===== src/rtl/tracker_pkg.sv =====
// Shared types and helpers for the centroid tracker: FSM states, per-axis
// update operations and a saturating clamp to the frame bounds.
package tracker_pkg;

  typedef enum logic [1:0] {
    IDLE,
    ACQUIRE,
    TRACK,
    COAST
  } state_t;

  // Update applied to one axis estimate on a frame edge
  typedef enum logic [2:0] {
    OP_HOLD,     // keep est and velocity
    OP_LOAD,     // est = meas, velocity = 0
    OP_EMA,      // smoothed step toward meas, velocity = est' - est
    OP_PREDICT,  // est = est + velocity
    OP_STOP      // est held, velocity = 0
  } axis_op_t;

  localparam int CLAMP_W = 16;

  function automatic logic [CLAMP_W-1:0] clamp_pos(
    input logic signed [CLAMP_W-1:0] value,
    input logic        [CLAMP_W-1:0] bound
  );
    logic [CLAMP_W-1:0] result;
    if (value < 0) begin
      result = '0;
    end else if ($unsigned(value) > bound) begin
      result = bound;
    end else begin
      result = $unsigned(value);
    end
    return result;
  endfunction

endpackage


===== src/rtl/ema_axis.sv =====
// One tracking axis: holds the position estimate and velocity, and provides
// the jump gate, shift-based EMA, velocity and clamped prediction.
module ema_axis
  import tracker_pkg::*;
#(
  parameter int W           = 11,
  parameter int BOUND       = 1023,
  parameter int ALPHA_SHIFT = 2,
  parameter int JUMP_THRESH = 128
) (
  input  logic                clk,
  input  logic                rst_n,
  input  axis_op_t            op,
  input  logic [W-1:0]        meas,
  output logic [W-1:0]        est,
  output logic signed [W:0]   vel,
  output logic                in_gate
);

  logic [W-1:0]        est_reg;
  logic signed [W:0]   vel_reg;
  logic signed [W:0]   diff;
  logic signed [W:0]   step;
  logic [W:0]          mag;
  logic signed [W+1:0] ema_raw;
  logic signed [W+1:0] pred_raw;
  logic [W-1:0]        load_pos;
  logic [W-1:0]        ema_pos;
  logic [W-1:0]        pred_pos;
  logic signed [W:0]   ema_vel;

  assign diff    = $signed({1'b0, meas}) - $signed({1'b0, est_reg});
  assign mag     = diff[W] ? $unsigned(-diff) : $unsigned(diff);
  assign in_gate = 32'(mag) <= JUMP_THRESH;

  // Arithmetic shift rounds toward -inf, so downward steps are never lost
  assign step     = diff >>> ALPHA_SHIFT;
  assign ema_raw  = $signed({2'b00, est_reg}) + step;
  assign pred_raw = $signed({2'b00, est_reg}) + vel_reg;

  assign load_pos = W'(clamp_pos(CLAMP_W'($signed({1'b0, meas})), CLAMP_W'(BOUND)));
  assign ema_pos  = W'(clamp_pos(CLAMP_W'(ema_raw), CLAMP_W'(BOUND)));
  assign pred_pos = W'(clamp_pos(CLAMP_W'(pred_raw), CLAMP_W'(BOUND)));
  assign ema_vel  = $signed({1'b0, ema_pos}) - $signed({1'b0, est_reg});

  always_ff @(posedge clk) begin
    if (!rst_n) begin
      est_reg <= '0;
      vel_reg <= '0;
    end else begin
      case (op)
        OP_LOAD: begin
          est_reg <= load_pos;
          vel_reg <= '0;
        end
        OP_EMA: begin
          est_reg <= ema_pos;
          vel_reg <= ema_vel;
        end
        OP_PREDICT: est_reg <= pred_pos;
        OP_STOP:    vel_reg <= '0;
        default: ;
      endcase
    end
  end

  assign est = est_reg;
  assign vel = vel_reg;

endmodule


===== src/rtl/centroid_tracker.sv =====
// Frame-rate centroid tracker: latches one measurement per frame, runs the
// acquire/track/coast FSM on frame_done and publishes results one cycle later.
module centroid_tracker
  import tracker_pkg::*;
#(
  parameter int WIDTH       = 1024,
  parameter int HEIGHT      = 768,
  parameter int ALPHA_SHIFT = 2,
  parameter int LOCK_FRAMES = 3,
  parameter int LOST_FRAMES = 8,
  parameter int JUMP_THRESH = 128
) (
  input  logic               clk_in,
  input  logic               rst_n_in,
  input  logic [10:0]        x_in,
  input  logic [9:0]         y_in,
  input  logic               valid_in,
  input  logic               frame_done_in,
  output logic [10:0]        x_out,
  output logic [9:0]         y_out,
  output logic signed [11:0] dx_out,
  output logic signed [10:0] dy_out,
  output logic               locked_out,
  output logic               lost_out,
  output logic               valid_out
);

  localparam int HW = $clog2(LOCK_FRAMES + 1);
  localparam int MW = $clog2(LOST_FRAMES + 1);

  state_t              state_reg, state_next;
  logic [HW-1:0]       hit_cnt_reg, hit_cnt_next;
  logic [MW-1:0]       miss_cnt_reg, miss_cnt_next;
  logic                hit_pend_reg;
  logic [10:0]         meas_x_reg;
  logic [9:0]          meas_y_reg;
  logic                eval_reg;
  logic                lost_evt_reg, lost_next;
  axis_op_t            axis_op;

  logic                frame_hit;
  logic                gate_ok;
  logic [10:0]         meas_x;
  logic [9:0]          meas_y;
  logic                gate_x, gate_y;
  logic [10:0]         est_x;
  logic [9:0]          est_y;
  logic signed [11:0]  vel_x;
  logic signed [10:0]  vel_y;

  // A measurement arriving with frame_done belongs to the closing frame
  assign frame_hit = hit_pend_reg | valid_in;
  assign meas_x    = valid_in ? x_in : meas_x_reg;
  assign meas_y    = valid_in ? y_in : meas_y_reg;
  assign gate_ok   = frame_hit & gate_x & gate_y;

  ema_axis #(
    .W(11), .BOUND(WIDTH - 1), .ALPHA_SHIFT(ALPHA_SHIFT), .JUMP_THRESH(JUMP_THRESH)
  ) u_axis_x (
    .clk(clk_in), .rst_n(rst_n_in), .op(axis_op), .meas(meas_x),
    .est(est_x), .vel(vel_x), .in_gate(gate_x)
  );

  ema_axis #(
    .W(10), .BOUND(HEIGHT - 1), .ALPHA_SHIFT(ALPHA_SHIFT), .JUMP_THRESH(JUMP_THRESH)
  ) u_axis_y (
    .clk(clk_in), .rst_n(rst_n_in), .op(axis_op), .meas(meas_y),
    .est(est_y), .vel(vel_y), .in_gate(gate_y)
  );

  always_comb begin
    state_next    = state_reg;
    hit_cnt_next  = hit_cnt_reg;
    miss_cnt_next = miss_cnt_reg;
    axis_op       = OP_HOLD;
    lost_next     = 1'b0;
    if (frame_done_in) begin
      case (state_reg)
        IDLE: begin
          if (frame_hit) begin
            axis_op       = OP_LOAD;
            hit_cnt_next  = HW'(1);
            miss_cnt_next = '0;
            state_next    = (LOCK_FRAMES == 1) ? TRACK : ACQUIRE;
          end
        end
        ACQUIRE: begin
          if (gate_ok) begin
            axis_op = OP_EMA;
            if (int'(hit_cnt_reg) + 1 >= LOCK_FRAMES) begin
              hit_cnt_next = HW'(LOCK_FRAMES);
              state_next   = TRACK;
            end else begin
              hit_cnt_next = hit_cnt_reg + HW'(1);
            end
          end else if (frame_hit) begin
            axis_op      = OP_LOAD;
            hit_cnt_next = HW'(1);
          end else begin
            axis_op      = OP_STOP;
            hit_cnt_next = '0;
            state_next   = IDLE;
          end
        end
        TRACK: begin
          if (gate_ok) begin
            axis_op = OP_EMA;
          end else if (LOST_FRAMES == 1) begin
            axis_op       = OP_STOP;
            lost_next     = 1'b1;
            hit_cnt_next  = '0;
            miss_cnt_next = '0;
            state_next    = IDLE;
          end else begin
            axis_op       = OP_PREDICT;
            miss_cnt_next = MW'(1);
            state_next    = COAST;
          end
        end
        COAST: begin
          if (gate_ok) begin
            axis_op       = OP_EMA;
            miss_cnt_next = '0;
            state_next    = TRACK;
          end else if (int'(miss_cnt_reg) + 1 >= LOST_FRAMES) begin
            axis_op       = OP_STOP;
            lost_next     = 1'b1;
            hit_cnt_next  = '0;
            miss_cnt_next = '0;
            state_next    = IDLE;
          end else begin
            axis_op       = OP_PREDICT;
            miss_cnt_next = miss_cnt_reg + MW'(1);
          end
        end
        default: state_next = IDLE;
      endcase
    end
  end

  always_ff @(posedge clk_in) begin
    if (!rst_n_in) begin
      state_reg    <= IDLE;
      hit_cnt_reg  <= '0;
      miss_cnt_reg <= '0;
      hit_pend_reg <= 1'b0;
      meas_x_reg   <= '0;
      meas_y_reg   <= '0;
      eval_reg     <= 1'b0;
      lost_evt_reg <= 1'b0;
      x_out        <= '0;
      y_out        <= '0;
      dx_out       <= '0;
      dy_out       <= '0;
      locked_out   <= 1'b0;
      lost_out     <= 1'b0;
      valid_out    <= 1'b0;
    end else begin
      state_reg    <= state_next;
      hit_cnt_reg  <= hit_cnt_next;
      miss_cnt_reg <= miss_cnt_next;
      if (frame_done_in) begin
        hit_pend_reg <= 1'b0;
      end else if (valid_in) begin
        hit_pend_reg <= 1'b1;
      end
      if (valid_in) begin
        meas_x_reg <= x_in;
        meas_y_reg <= y_in;
      end
      eval_reg     <= frame_done_in;
      lost_evt_reg <= lost_next;
      // Publish the estimate one cycle after the frame edge that updated it
      valid_out    <= eval_reg;
      lost_out     <= eval_reg & lost_evt_reg;
      if (eval_reg) begin
        x_out      <= est_x;
        y_out      <= est_y;
        dx_out     <= vel_x;
        dy_out     <= vel_y;
        locked_out <= (state_reg == TRACK) || (state_reg == COAST);
      end
    end
  end

endmodule


===== config.mk =====
export PLATFORM = sky130hd
export DESIGN_NAME = centroid_tracker
export DESIGN_NICKNAME = d
export VERILOG_FILES = /design/src/rtl/tracker_pkg.sv /design/src/rtl/ema_axis.sv /design/src/rtl/centroid_tracker.sv
export SDC_FILE = /design/constraint.sdc
export NUM_CORES = 1
export LEC_CHECK = 0
export CORE_MARGIN = 2
export CORE_UTILIZATION = 55
export CTS_CLUSTER_DIAMETER = 200
export DETAILED_ROUTE_END_ITERATION = 10
export MAX_ROUTING_LAYER = met4
export PLACE_DENSITY = 0.76
export SETUP_SLACK_MARGIN = 0.1
export SLEW_MARGIN = 20
export SYNTH_ARGS = -nofsm -noshare
export SYNTH_HDL_FRONTEND = slang
export SYNTH_HIERARCHICAL = 1
export SYNTH_SLANG_ARGS = --single-unit

===== constraint.sdc =====
create_clock -name clk_in -period 10.2 [get_ports clk_in]
set_input_delay 1.02 -clock clk_in [delete_from_list [all_inputs] [get_ports clk_in]]
set_output_delay 1.02 -clock clk_in [all_outputs]
set_load 0.05 [all_outputs]

==> metrics <==
clock sink count 123; clock root cell clkbuf_16; chip width 137 µm; max_cap viols 0; Reg power frac 22.2%; Reg clk slew, reported paths approximately 60 ps; syn_area_per_cell 8.16 µm²; Final Worst Setup Slack 1720 ps; Die Footprint 18700 µm²; Hold Crit Depth 1; Synth warnings 6; type of origin of the critical path input port; Post-synth EDFFs 0; Placer Congestion between 0.9 and 1; input/output buffers 71; WHS 468 ps; RSZ-0062 raised after global routing no; Post-CTS Hold Buffers 0; Synth-to-Final Area Change 15.4%; Synth Flop Type dfxtp_1; Post-Place Setup Slack 1350 ps; Synth top area share 25.4%; Synth Cell Area 9710 µm²; Routed WL per cell 18.3 µm; grt ovf 0; leading area contributor after synthesis dfxtp_1; sum of routed wire segments on met1 12600 µm; post-CTS sizing 0; R2R Setup Slk 2880 ps; TritonRoute pass-1 iters 6; highest-delay cell along the critical path clkdlybuf4s50_1; Comb pwr share 52.8%; slowest stage delay, CP 700 ps; latest clock arrival within the worst-skew pair 420 ps; setup_tns 0 ps; DRT iter0 DRCs roughly 880; Antenna diodes 0; Design Power between 2 and 2.5 mW; hold crit path type flop to flop; Final setup viols 0; top sig layer met4; crit path DAT 8780 ps; CTS tree yes; DP HPWL 20100 µm; Detail Route met3 WL 1750 µm; Fin. Hold Viols 0; max_slew headroom 39.8%; post-synth net total approximately 1300; Chip Height between 100 and 150 µm; top-count cell post-synth dfxtp_1; Buf/Inv on CP 3; pwr/cell area about 220 nW/µm²; reg-to-reg endpoint u_axis_x/vel[9]; Area contributors post-synth dfxtp_1, ha_1, mux2i_1, a21oi_1, nor2_1; outcome finished clean; Tcrit/Tclk final ~83%; met2 WL post-DR approximately 12000 µm; R2R Path Start meas_x_reg[0]; largest net degree at the start of global routing between 60 and 70; via count a little over 9000; setup repair bufs after CTS 0; DRT Wirelength about 27000 µm; vias in the first global route 8462; # rows 48; first-pass GRT wire length 43300 µm; initial antenna violation count 0; Initial Util 56.1%; Max Clock Freq 118 MHz; fin crit period roughly 8500 ps; FF-to-FF path depth 33; ys async rst share 0%; HP Start lost_evt_reg; Worst-Margin Slew 901 ps; P_leak 4.53 nW; delay-heaviest family, CP compound AO/OA/AOI/OAI gates; internal power 1.40 mW; Layout Skew approximately 11 ps; Post-layout nets 1365; residual DRC count 0; Syn Inst Count 1189; switch share between 40% and 50%; Crit. End Element flop; max-slew violations 0; most frequent CP cell ha_1; Yosys cell types 90; layout cells sized above 1 under 10%; clock power share 25.0%; VDD IR-drop max roughly 140 µV; H-Tree Depth 4; Min-Delay Endpoint lost_out; total track usage 30.1%; Commonest cells post-synth dfxtp_1, nor2_1, a21oi_1; sequential fraction of the synthesis area 25.4%; P_sw a little over 1 mW; CP max FO 17; kind of critical path input port to flop; core area 17300 µm²; TritonCTS Buffers 17; Vias/cell between 6 and 7; final core occ roughly two thirds; Detail Route Antenna Nets 0; Clock Path Buffers 2; worst path required time around 11000 ps; Synth Register Bits about 120; I/O pin cnt 72
[cells in the final DEF (no fill, tap or decap), drive strengths merged, types with 23 or more instances in the layout]
master         synthesis  routed
nand2                 62      62
dfxtp                123     123
nor2                 121     121
o21ai                114     114
xnor2                 52      52
mux2                  23      23
mux2i                 50      50
clkdlybuf4s50          0      70
ha                    86      86
inv                   78      81
and2                  33      33
a21oi                 94      94
[worst reg2reg max path: cells and delay by family (launching register included)]
family	cells	cell delay, ps
multiplexers	1	270
buffers and inverters	3	220
adder cells (fa/ha/maj)	5	1570
XOR/XNOR	2	340
AO/OA/AOI/OAI	18	4020
flip-flops	1	300
AND/OR/NAND/NOR	4	500
[final cells by class]
cell class                 instances  area [µm²]
multi-input combinational        945        6770
fill                            1530        6100
sequential                       123        2460
timing repair buffer              79         766
clock buffer                      20         467
inverter                          80         313
tap                              225         282
clock inverter                    12         138
[worst max-delay path by stage]
stage	start	endpoint	slack (ps)	cells past startpoint
6_report	valid_in	u_axis_x/vel[9]	1720	28
5_1_grt	valid_in	u_axis_x/vel[9]	1240	34
4_1_cts	valid_in	u_axis_x/vel[9]	1770	28
3_5_place_dp	valid_in	u_axis_x/vel[9]	1350	28
3_3_place_gp	valid_in	u_axis_x/vel[9]	1520	28
2_1_floorplan	valid_in	u_axis_x/vel[9]	2400	36
[per-layer routing]
metal | GRT usage (%) | vias up
met3 | 4.41 | 51
met2 | 46.0 | 351
met1 | 41.6 | 4325
li1 | - | 4424
met5 | - | -
met4 | 8.30 | 0
[cell families after synthesis]
family / synth area share (%)
other: 0.0386
xor gates and xnor gates: 6.73
AOI/OAI and AO/OA: 26.1
buffers and inverters: 5.05
adders and majority gates: 13.1
muxes: 7.90
and+or+nand+nor: 15.7
DFF: 25.4
[power groups by stage]
stage	sequential, mW	combinational, mW	clock [mW]
floorplan	0.544	0.987	0
global placement	0.549	1.23	0
detailed placement	0.549	1.24	0
CTS	0.539	1.26	0.613
global route	0.542	1.41	0.638
finish	0.540	1.28	0.610
[per-stage QoR]
step | instances | cell area [µm²]
final | 1484 | 11200
after detailed placement | 1452 | 10600
after global placement | 1452 | 10600
after global routing | 1484 | 11200
after floorplan | 1189 | 9710
after CTS | 1484 | 11200
Note: power is estimated with default switching activity, not from simulation.
